[config.mk]
export PLATFORM = sky130hd
export DESIGN_NAME = regfile_wb_arbiter
export DESIGN_NICKNAME = d
export VERILOG_FILES = /design/src/rtl/regfile_wb_arbiter_pkg.sv /design/src/rtl/regfile_wb_arbiter_scoreboard.sv /design/src/rtl/regfile_wb_arbiter.sv
export SDC_FILE = /design/constraint.sdc
export NUM_CORES = 1
export LEC_CHECK = 0
export CORE_ASPECT_RATIO = 1.2
export CORE_MARGIN = 2
export CORE_UTILIZATION = 50
export DETAILED_ROUTE_END_ITERATION = 8
export PLACE_DENSITY_LB_ADDON = 0.15
export SYNTH_ARGS = -nofsm -noshare
export SYNTH_HDL_FRONTEND = slang
export SYNTH_SLANG_ARGS = --single-unit
[constraint.sdc]
create_clock -name clk -period 5.8 [get_ports clk]
set_clock_uncertainty 0.15 [all_clocks]
set_input_delay 1.16 -clock clk [delete_from_list [all_inputs] [get_ports clk]]
set_output_delay 1.16 -clock clk [all_outputs]
set_load 0.01 [all_outputs]
[src/rtl/regfile_wb_arbiter_pkg.sv]
// Shared definitions for the register-file writeback arbiter.
// Holds default widths, the starvation threshold and the writeback port indices.
package regfile_wb_arbiter_pkg;

    localparam int DEF_ADDR_WIDTH   = 5;
    localparam int DEF_DATA_WIDTH   = 32;
    localparam int DEF_STARVE_LIMIT = 3;

    localparam int WB_EXU = 0;
    localparam int WB_LSU = 1;

    typedef enum logic [1:0] {
        GNT_NONE = 2'd0,
        GNT_EXU  = 2'd1,
        GNT_LSU  = 2'd2
    } wb_grant_e;

endpackage

[src/rtl/regfile_wb_arbiter_scoreboard.sv]
// Per-register busy scoreboard.
// Tracks issued-but-uncommitted destinations so decode can stall on RAW/WAW hazards.
module wb_scoreboard
    import regfile_wb_arbiter_pkg::*;
#(
    parameter int ADDR_WIDTH = DEF_ADDR_WIDTH
) (
    input  logic                  clk,
    input  logic                  rst,
    input  logic                  issue_valid,
    input  logic [ADDR_WIDTH-1:0] issue_rd,
    output logic                  issue_ready,
    input  logic [ADDR_WIDTH-1:0] rs1_addr,
    input  logic [ADDR_WIDTH-1:0] rs2_addr,
    output logic                  rs1_busy,
    output logic                  rs2_busy,
    input  logic                  clr_en,
    input  logic [ADDR_WIDTH-1:0] clr_addr
);

    localparam int NREG = 2 ** ADDR_WIDTH;

    logic [NREG-1:0] busy;
    logic [NREG-1:0] busy_nxt;

    // x0 is never tracked, so it can always be issued and is never busy.
    assign issue_ready = !rst && ((issue_rd == '0) || !busy[issue_rd]);
    assign rs1_busy    = busy[rs1_addr];
    assign rs2_busy    = busy[rs2_addr];

    always_comb begin
        busy_nxt = busy;
        if (clr_en) begin
            busy_nxt[clr_addr] = 1'b0;
        end
        if (issue_valid && issue_ready) begin
            busy_nxt[issue_rd] = 1'b1;
        end
        busy_nxt[0] = 1'b0;
    end

    always_ff @(posedge clk) begin
        if (rst) begin
            busy <= '0;
        end else begin
            busy <= busy_nxt;
        end
    end

endmodule

[src/rtl/regfile_wb_arbiter.sv]
// Register-file write-port controller: arbitrates EXU/LSU writebacks onto one
// registered write port and keeps the busy scoreboard in step with commits.
module regfile_wb_arbiter
    import regfile_wb_arbiter_pkg::*;
#(
    parameter int ADDR_WIDTH   = DEF_ADDR_WIDTH,
    parameter int DATA_WIDTH   = DEF_DATA_WIDTH,
    parameter int STARVE_LIMIT = DEF_STARVE_LIMIT
) (
    input  logic                  clk,
    input  logic                  rst,
    input  logic                  issue_valid,
    input  logic [ADDR_WIDTH-1:0] issue_rd,
    output logic                  issue_ready,
    input  logic [ADDR_WIDTH-1:0] rs1_addr,
    input  logic [ADDR_WIDTH-1:0] rs2_addr,
    output logic                  rs1_busy,
    output logic                  rs2_busy,
    input  logic                  req0_valid,
    input  logic [ADDR_WIDTH-1:0] req0_addr,
    input  logic [DATA_WIDTH-1:0] req0_data,
    output logic                  req0_ready,
    input  logic                  req1_valid,
    input  logic [ADDR_WIDTH-1:0] req1_addr,
    input  logic [DATA_WIDTH-1:0] req1_data,
    output logic                  req1_ready,
    output logic                  rf_wen,
    output logic [ADDR_WIDTH-1:0] rf_waddr,
    output logic [DATA_WIDTH-1:0] rf_wdata
);

    localparam int SW = ($clog2(STARVE_LIMIT + 1) < 1) ? 1 : $clog2(STARVE_LIMIT + 1);

    logic [SW-1:0] starve_cnt;
    logic          exu_priority;
    wb_grant_e     grant;

    // LSU normally wins; once the EXU has lost STARVE_LIMIT times in a row it takes priority.
    assign exu_priority = (starve_cnt == SW'(STARVE_LIMIT));

    always_comb begin
        grant = GNT_NONE;
        if (!rst) begin
            if (req0_valid && (exu_priority || !req1_valid)) begin
                grant = GNT_EXU;
            end else if (req1_valid) begin
                grant = GNT_LSU;
            end
        end
    end

    assign req0_ready = (grant == GNT_EXU);
    assign req1_ready = (grant == GNT_LSU);

    always_ff @(posedge clk) begin
        if (rst) begin
            starve_cnt <= '0;
        end else if (grant == GNT_EXU) begin
            starve_cnt <= '0;
        end else if (req0_valid && (grant == GNT_LSU) && !exu_priority) begin
            starve_cnt <= starve_cnt + SW'(1);
        end
    end

    // Writes to x0 are accepted but never reach the register file.
    always_ff @(posedge clk) begin
        if (rst) begin
            rf_wen   <= 1'b0;
            rf_waddr <= '0;
            rf_wdata <= '0;
        end else if (grant == GNT_EXU) begin
            rf_wen   <= (req0_addr != '0);
            rf_waddr <= req0_addr;
            rf_wdata <= req0_data;
        end else if (grant == GNT_LSU) begin
            rf_wen   <= (req1_addr != '0);
            rf_waddr <= req1_addr;
            rf_wdata <= req1_data;
        end else begin
            rf_wen   <= 1'b0;
        end
    end

    wb_scoreboard #(
        .ADDR_WIDTH(ADDR_WIDTH)
    ) u_scoreboard (
        .clk        (clk),
        .rst        (rst),
        .issue_valid(issue_valid),
        .issue_rd   (issue_rd),
        .issue_ready(issue_ready),
        .rs1_addr   (rs1_addr),
        .rs2_addr   (rs2_addr),
        .rs1_busy   (rs1_busy),
        .rs2_busy   (rs2_busy),
        .clr_en     (rf_wen),
        .clr_addr   (rf_waddr)
    );

endmodule

# Yosys cells after proc, flatten, opt, wreduce, memory -nomap -nowiden
# Index checks and enable logic that the tools add are counted.
# op_classes
n_addsub,1
multipliers,0
div_mod_pow,0
n_lt_le_gt_ge,6
eq_ne,3
shift,0
mux,21
n_bitwise,3
n_reduce_logical,18
# ops
cell,n
$mux 32,4
$and 32x32->32,1
$not 32->32,1
$or 32x32->32,1
$lt 5x6->1 const B,4
$bmux 1 s5,3
$demux 1 s5,2
$ge 5x1->1 const B,2
$mux 5,2
$reduce_bool 5->1,2
$logic_and 1x1->1,7
$mux 1,7
$mux 2,3
$logic_not 5->1,1
$eq 2x2->1 const B,2
$logic_not 1->1,4
$add 2x1->2 const B,1
$eq 2x1->1 const B,1
$logic_or 1x1->1,2
$reduce_bool 2->1,1
$reduce_or 2->1,1
# word_totals
reg_bits,72
latchBits,0
mem_bits_rw,0
mem_bits_ro,0
out_inout_bits,43
word_cells,58
mem_count,0

# Depth between registers and ports, before layout
# Gate-level depths: netlist of the first run.
# logic_depth
ltp_word,9
ltp_mapped,12
ltp_nobuf,9

# Modules after synthesis
# A second synthesis of the first run with hierarchy kept.
# hier_totals
hier_cells,425
hier_area_um2,4182.8
# by_module_without_submodules
module,n_inst,cells_per_inst,area_per_inst_um2,seq_area_each_um2
wb_scoreboard,1,240,2200.9,620.6
regfile_wb_arbiter,1,185,1981.9,800.8

# Worst setup path before layout of the first run
# Ideal clock, no wire load.
# synth_path
kind,input-to-output
start,in rs1_addr[0]
end,out rs1_busy
arrival_time_ns,2.505
t_required_ns,4.490
slack_ns,1.985
stages,5
path_buffers,1
path_cell_list,buf_2 -> mux4_2 -> mux4_2 -> inv_1 -> a21oi_1
# synth_between
elab_chain_cells,2
# synth_lines
item,line,rtl
from (decl),regfile_wb_arbiter.sv:15,"input logic [ADDR_WIDTH-1:0] rs1_addr,"
$bmux 1 s5,regfile_wb_arbiter_scoreboard.sv:28,assign rs1_busy = busy[rs1_addr];
$mux 1 (implied by the code),regfile_wb_arbiter_scoreboard.sv:28,
to (decl),regfile_wb_arbiter.sv:17,"output logic rs1_busy,"
# Every way passes these cells. The select of a mux whose other input is x is not followed.

# Worst setup path after layout of the first run
# layout_path
start,in issue_rd[1]
end,out issue_ready
# layout_between
elab_chain_cells,5
# layout_lines
item,line,rtl
from (decl),regfile_wb_arbiter.sv:13,"input logic [ADDR_WIDTH-1:0] issue_rd,"
$bmux 1 s5,regfile_wb_arbiter_scoreboard.sv:27,assign issue_ready = !rst && ((issue_rd == '0) || !busy[issue_rd]);
$mux 1 (implied by the code),regfile_wb_arbiter_scoreboard.sv:27,
$logic_not 1->1,regfile_wb_arbiter_scoreboard.sv:27,
$logic_or 1x1->1 *,regfile_wb_arbiter_scoreboard.sv:27,
$logic_and 1x1->1 *,regfile_wb_arbiter_scoreboard.sv:27,
to (decl),regfile_wb_arbiter.sv:14,"output logic issue_ready,"
# Mark *: on every way between the ends. The rest lies on a longest branch, timed or not. The select of a mux whose other input is x is not followed.

==> impl_results.md, run 1 <==
- Register area share after synthesis: 35.3%
- Final Non-Filler Cells: 676
- Clk pwr share: 34.0%
- Worst-path clk slew: 0.07 ns
- Synth Area per Inst: 8.73 um2
- End of the worst hold path: rf_wdata[4]
- Global-route wire length before repair: 20000 um
- Core area: 0.00775 mm2
- CP peak stage delay: 0.69 ns
- Number of synthesized flops with an enable pin: 0
- Min Clock Period, post-route: 5.12 ns
- Slew headroom: 20.4%
- Drt total wl: 12400 um
- NetSw: 315 uW
- GRT overflow: 0
- Period utilisation layout: 88.3%
- Synthesis-stage register bit count: 71
- Layout cells sized above 1: 10.3%
- Final-report hold violation count: 0
- Synthesized cell area: 0.00403 mm2
- Lkg Pwr: 1.96 nW
- Width of the die: 85.9 um
- Initial antenna violation count: 0
- Max Cap Violations: 0
- All-Layer GR Usage: 29.0%
- Syn Nets: 558
- FF-to-FF Start: starve_cnt[0]
- Worst path slowest cell: clkdlybuf4s50_1
- Num CTS Buffers: 9
- H-tree Lvls: 3
- Maximum VDD drop: 159 uV
- Pins Over Slew Limit: 0
- Worst EP required: 4.49 ns
- Hold path cells: 2
- DP HPWL: 9530 um
- Synth Warn #: 0
- Clock Root Buffer: clkbuf_8
- Pint: 850 uW
- Post-CTS Setup Bufs: 0
- Buffers on Ports: 136
- DRC viols: 0
- Final setup vio count: 0
- Starting Density: 51.9%
- Setup TNS: 0 ns
- Critical Path Source Type: input pin
- Post-Synthesis Cells: 461
- Ports: 137
- RSZ-0062 raised after global routing: no
- Area Overhead vs Synth: 38.9%
- Clk Latency, worst-skew pair: 0.35 ns
- TritonCTS Sinks: 71
- Worst-path fanout max: 8
- Comb power frac: 20.9%
- Worst endpoint data arrival time: 3.81 ns
- Critical path class: input pin to primary output
- # rows: 35
- Most common cell on crit path: clkdlybuf4s50_1
- Placed Instances: 660
- Die area: 0.00879 mm2
- Total Nets Final: 676
- Fmax: 195 MHz
- Sequence of cells on the critical path: clkdlybuf4s50_1 -> buf_4 -> mux2_2 -> and3_1 -> o21ai_1 -> a31oi_1 -> nor3b_1 -> clkdlybuf4s50_1
- R2R Setup Slk: 3.19 ns
- Hold Path Class: flip-flop to flip-flop
- Library cells used by synthesis: 43
- Clock buffer depth: 2
- Reg power frac: 45.1%
- Ys async rst share: 0%
- Reg2reg end: rf_wdata[21]
- DRT iter0 DRCs: 231
- Status: finished, final reports clean
- Worst min-delay path startpoint: rf_wdata[4]
- GP Congestion: 1.04
- Filler cells: 611
- Largest net degree at the start of global routing: 75
- Depth of the worst register-to-register path: 8
- Post-CTS Resized: 0
- DRT Pass-1 Iters: 5
- CTS tree: yes
- Slew @ Worst Pin: 1.19 ns
- Vias: 4064
- N_diodes: 0
- Post-synth top flop: dfxtp_1
- CP Capture Type: primary output
- Power density over the cells: 208 mW/mm2
- Vias in the first global route: 4208
- Post-DRT Antenna Nets: 0
- Sw Ratio: 27.1%
- Via/cell ratio: 6.01
- Avg WL per Cell: 18.3 um
- Die height: 102 um
- Hold-fix buffers, CTS: 0
-- registers in the layout, summed over array words and instances, names as in the netlist --
signal and cells:
u_scoreboard.busy 31, starve_cnt 2, rf_waddr 5, rf_wen 1
rf_wdata 32
-- cells in the mapped netlist (9+ instances only) --
cell,instances,area (um2)
clkbuf_1,25,93.8
o211ai_1,15,113
inv_1,10,37.5
mux4_2,20,450
dfxtp_1,71,1420
nor2_1,86,323
mux2i_1,41,410
nand2_1,31,116
nor3_1,9,45.0
a21oi_1,40,200
o21ai_1,13,65.1
o21ai_0,11,55.1
nand3_1,22,110
-- worst max-delay path: cells and delay by family --
kind / cells / cell delay (ns)
AND/OR/NAND/NOR: 2 / 0.40
multiplexers: 1 / 0.33
buffers and inverters: 3 / 1.52
AO/OA/AOI/OAI: 2 / 0.40
-- how the worst max path moves through the flow --
stage / startpoint / end / slack (ns)
3_5_place_dp: issue_rd[1] / issue_ready / 0.70
4_1_cts: issue_rd[1] / issue_ready / 0.70
2_1_floorplan: rs1_addr[0] / rs1_busy / 1.98
3_3_place_gp: issue_rd[1] / issue_ready / 0.78
6_report: issue_rd[1] / issue_ready / 0.68
5_1_grt: issue_rd[1] / issue_ready / 0.56
-- cells by family (layout without fill, tap and decap cells) --
| family | Yosys count | in the layout | share of synthesized area, % |
|---|---|---|---|
| fa+ha+maj | 3 | 3 | 0.933 |
| mux | 69 | 69 | 24.0 |
| compound gates | 101 | 101 | 15.8 |
| flops | 71 | 71 | 35.3 |
| buf+inv | 44 | 167 | 4.54 |
| simple gates | 172 | 172 | 19.2 |
| xor+xnor | 1 | 1 | 0.218 |
-- placed cells by master, fill, tap and decap left out, types with 7 or more instances in the layout --
| master | n |
|---|---|
| o211ai_1 | 15 |
| mux2i_1 | 41 |
| clkdlybuf4s50_1 | 136 |
| dfxtp_1 | 71 |
| mux2_2 | 7 |
| nand3_1 | 22 |
| nor2_1 | 86 |
| nor3_1 | 9 |
| clkbuf_8 | 10 |
| nand2_1 | 31 |
| mux4_2 | 20 |
| o21ai_1 | 13 |
| a21oi_1 | 40 |
| inv_1 | 10 |
| o21ai_0 | 11 |
-- power by group through the flow --
stage | sequential (mW) | clock (mW) | combinational (mW)
global placement | 0.535 | 0 | 0.236
detailed placement | 0.537 | 0 | 0.242
finish | 0.526 | 0.397 | 0.243
global route | 0.528 | 0.423 | 0.265
floorplan | 0.538 | 0 | 0.111
CTS | 0.525 | 0.402 | 0.243
-- per-stage QoR --
step           power (mW)  utilization [%]  hold slack, ns  setup WS [ns]  instance area [um2]
6_report             1.17             72.2           0.345          0.680                 5590
5_1_grt              1.22             72.2           0.378          0.561                 5590
4_1_cts              1.17             72.2           0.348          0.702                 5590
2_1_floorplan       0.649                -           0.304           1.98                 4030
3_5_place_dp        0.778             69.6           0.333          0.698                 5400
3_3_place_gp        0.771             69.6           0.316          0.776                 5400
-- routing by layer --
layer,share of wire [%],vias to the layer above,track usage (%)
met5,0,-,0
met4,5.9,0,18.7
met3,9.3,62,8.64
met2,49,258,51.1
met1,36,1841,29.9
li1,-,1903,-
-- layout make-up --
cell class | count | area (um2) | area share [%]
inverter | 11 | 41.3 | 0.738
clock inverter | 6 | 60.1 | 1.07
multi-input combinational | 346 | 2430 | 43.4
sequential | 71 | 1420 | 25.4
timing repair buffer | 140 | 1390 | 24.9
tap | 92 | 115 | 2.06
clock buffer | 10 | 138 | 2.46
(Power assumes the default switching activity.)
==> inputs of run 2 (changes only) <==
--- a/config.mk
+++ b/config.mk
@@ -5,9 +5,9 @@
 export SDC_FILE = /design/constraint.sdc
 export NUM_CORES = 1
 export LEC_CHECK = 0
+export CAP_MARGIN = 10
 export CORE_ASPECT_RATIO = 1.2
-export CORE_MARGIN = 2
-export CORE_UTILIZATION = 50
+export CORE_UTILIZATION = 30
 export DETAILED_ROUTE_END_ITERATION = 8
 export PLACE_DENSITY_LB_ADDON = 0.15
 export SYNTH_ARGS = -nofsm -noshare
==> impl_results.md, run 2 (synthesized netlist as in run 1, its figures left out) <==
- CP Launch Point: issue_rd[1] (unchanged)
- Vias in the first global route: 3757 (was 4208)
- Post-DRT Antenna Nets: 0 (unchanged)
- Post-CTS Resized: 0 (unchanged)
- Hold-fix buffers, CTS: 0 (unchanged)
- TritonCTS Sinks: 71 (unchanged)
- DRT Pass-1 Iters: 5 (unchanged)
- Worst min-delay path startpoint: rf_wdata[25] (was rf_wdata[4])
- Top flop regs: rf_wdata: 32 flops, u_scoreboard.busy: 31 flops, rf_waddr: 5 flops (unchanged)
- Min Clock Period, post-route: 5.11 ns (was 5.12 ns)
- Buffers on Ports: 136 (unchanged)
- Power density over the cells: 218 mW/mm2 (was 208 mW/mm2)
- FF-to-FF Start: starve_cnt[0] (unchanged)
- Layout cells sized above 1: 9.78% (was 10.3%)
- Core area: 0.0132 mm2 (was 0.00775 mm2)
- GP Congestion: 0.930 (was 1.04)
- Lkg Pwr: 1.98 nW (was 1.96 nW)
- Slew headroom: 53.7% (was 20.4%)
- Worst EP required: 4.49 ns (about the same)
- Largest Register: rf_wdata (unchanged)
- Worst-path fanout max: 12 (was 8)
- H-tree Lvls: 3 (unchanged)
- Clock Root Buffer: clkbuf_16 (was clkbuf_8)
- Maximum VDD drop: 121 uV (was 159 uV)
- # rows: 46 (was 35)
- Drt total wl: 13100 um (was 12400 um)
- Worst hold slack: 0.332 ns (was 0.345 ns)
- Num CTS Buffers: 9 (unchanged)
- Worst Path Buf+Inv: 3 (unchanged)
- DP HPWL: 10100 um (was 9530 um)
- Depth of the worst register-to-register path: 8 (unchanged)
- Ports: 137 (unchanged)
- CTS tree: yes (unchanged)
- Post-Layout Inst Area: 0.00574 mm2 (was 0.00559 mm2)
- Leading cell types in the layout, fill and taps excluded: clkdlybuf4s50_1 (135), nor2_1 (86), dfxtp_1 (71) (was clkdlybuf4s50_1 (136), nor2_1 (86), dfxtp_1 (71))
- Leading cell type in the layout, fill and taps excluded: clkdlybuf4s50_1 (unchanged)
- DRT iter0 DRCs: 222 (was 231)
- Fmax: 196 MHz (was 195 MHz)
- Global-route wire length before repair: 20200 um (was 20000 um)
- Sequence of cells on the critical path: clkdlybuf4s50_1 -> buf_4 -> mux2_2 -> and3_1 -> o21ai_1 -> a31oi_1 -> nor3b_1 -> clkdlybuf4s50_1 (unchanged)
- DRC viols: 0 (unchanged)
- Worst-path clk slew: 0.05 ns (was 0.07 ns)
- Via/cell ratio: 5.25 (was 6.01)
- Width of the die: 108 um (was 85.9 um)
- Max Cap Violations: 0 (unchanged)
- Clock buffer depth: 2 (unchanged)
- Slew @ Worst Pin: 0.695 ns (was 1.19 ns)
- Worst path slowest cell: clkdlybuf4s50_1 (unchanged)
- All-Layer GR Usage: 19.4% (was 29.0%)
- CP delay by family, top: buffers and inverters (unchanged)
- Die height: 129 um (was 102 um)
- Post-layout util: 43.5% (was 72.2%)
- Period utilisation layout: 88.1% (was 88.3%)
- Avg WL per Cell: 17.5 um (was 18.3 um)
- Post-CTS Setup Bufs: 0 (unchanged)
- Filler cells: 1285 (was 611)
- Pins Over Slew Limit: 0 (unchanged)
- Setup TNS: 0 ns (unchanged)
- Critical path class: input pin to primary output (unchanged)
- Starting Density: 30.5% (was 51.9%)
- Worst endpoint data arrival time: 3.80 ns (was 3.81 ns)
- Final setup vio count: 0 (unchanged)
- CP peak stage delay: 0.62 ns (was 0.69 ns)
- Most common cell on crit path: clkdlybuf4s50_1 (unchanged)
- Tot Pwr: 1.25 mW (was 1.17 mW)
- N_diodes: 0 (unchanged)
- Initial antenna violation count: 0 (unchanged)
- Clk Latency, worst-skew pair: 0.33 ns (was 0.35 ns)
- CP Capture Type: primary output (unchanged)
- Vias: 3945 (was 4064)
- Total Nets Final: 677 (was 676)
- Worst path depth: 8 (unchanged)
- GRT overflow: 0 (unchanged)
- Die area: 0.0139 mm2 (was 0.00879 mm2)
- Hold path cells: 2 (unchanged)
- Critical Path Source Type: input pin (unchanged)
- Hold Path Class: flip-flop to flip-flop (unchanged)
- Final-report hold violation count: 0 (unchanged)
- Largest net degree at the start of global routing: 43 (was 75)
- Area Overhead vs Synth: 42.6% (was 38.9%)
- Largest register FFs: 32 (unchanged)
- RSZ-0062 raised after global routing: no (unchanged)
- Status: finished, final reports clean (unchanged)
- DP Area: 0.00549 mm2 (was 0.00540 mm2)
[run 2: where the power goes]
part	total (mW)	switching, mW	internal [mW]
Sequential	0.526	0.0176	0.509
Combinational	0.244	0.110	0.134
Clock	0.480	0.196	0.283
Total	1.25	0.324	0.926
[run 2: final timing paths]
kind / to / slack (ns)
worst max-delay path: issue_ready / 0.69
worst min-delay path: rf_wdata[25] / 0.33
worst max register to register: rf_waddr[4] / 3.22
worst min register to register: rf_wdata[25] / 0.33
[run 2: through the flow]
stage | cells | worst slack, ns
final | 751 | 0.693
after floorplan | 461 | 1.98
after detailed placement | 737 | 0.725
after global routing | 751 | 0.545
after global placement | 737 | 0.805
after CTS | 751 | 0.698
[run 2: tightest hold or removal path: stages (launching register included)]
cell	delay [ns]
dfxtp_1	0.32
a21oi_1	0.06
nor2_1	0.07
[run 2: per-layer routing]
layer / track usage, % / part of all wire, % / vias up
met3: 7.04 / 10 / 21
li1: - / - / 1910
met1: 22.0 / 39 / 1814
met2: 32.9 / 49 / 200
met4: 7.66 / 2.3 / 0
met5: 0 / 0 / -
[run 2: area by class of cell]
type	count	area [um2]	share of cell area, %
repair buffers	141	1390	24.3
clock buffers	12	236	4.12
flip-flops and latches	71	1420	24.8
inverters	11	41.3	0.719
clock inverters	2	10.0	0.174
multi-input cells	346	2430	42.3
well taps	168	210	3.66
==> inputs of run 3 (changes only) <==
--- a/config.mk
+++ b/config.mk
@@ -8,8 +8,11 @@
 export CAP_MARGIN = 10
 export CORE_ASPECT_RATIO = 1.2
 export CORE_UTILIZATION = 30
+export CTS_CLUSTER_DIAMETER = 30
+export CTS_CLUSTER_SIZE = 25
 export DETAILED_ROUTE_END_ITERATION = 8
 export PLACE_DENSITY_LB_ADDON = 0.15
+export SETUP_SLACK_MARGIN = 0.05
 export SYNTH_ARGS = -nofsm -noshare
 export SYNTH_HDL_FRONTEND = slang
 export SYNTH_SLANG_ARGS = --single-unit
==> results of run 3 <==
Final layout, timing and power as in run 2 (identical DEF).
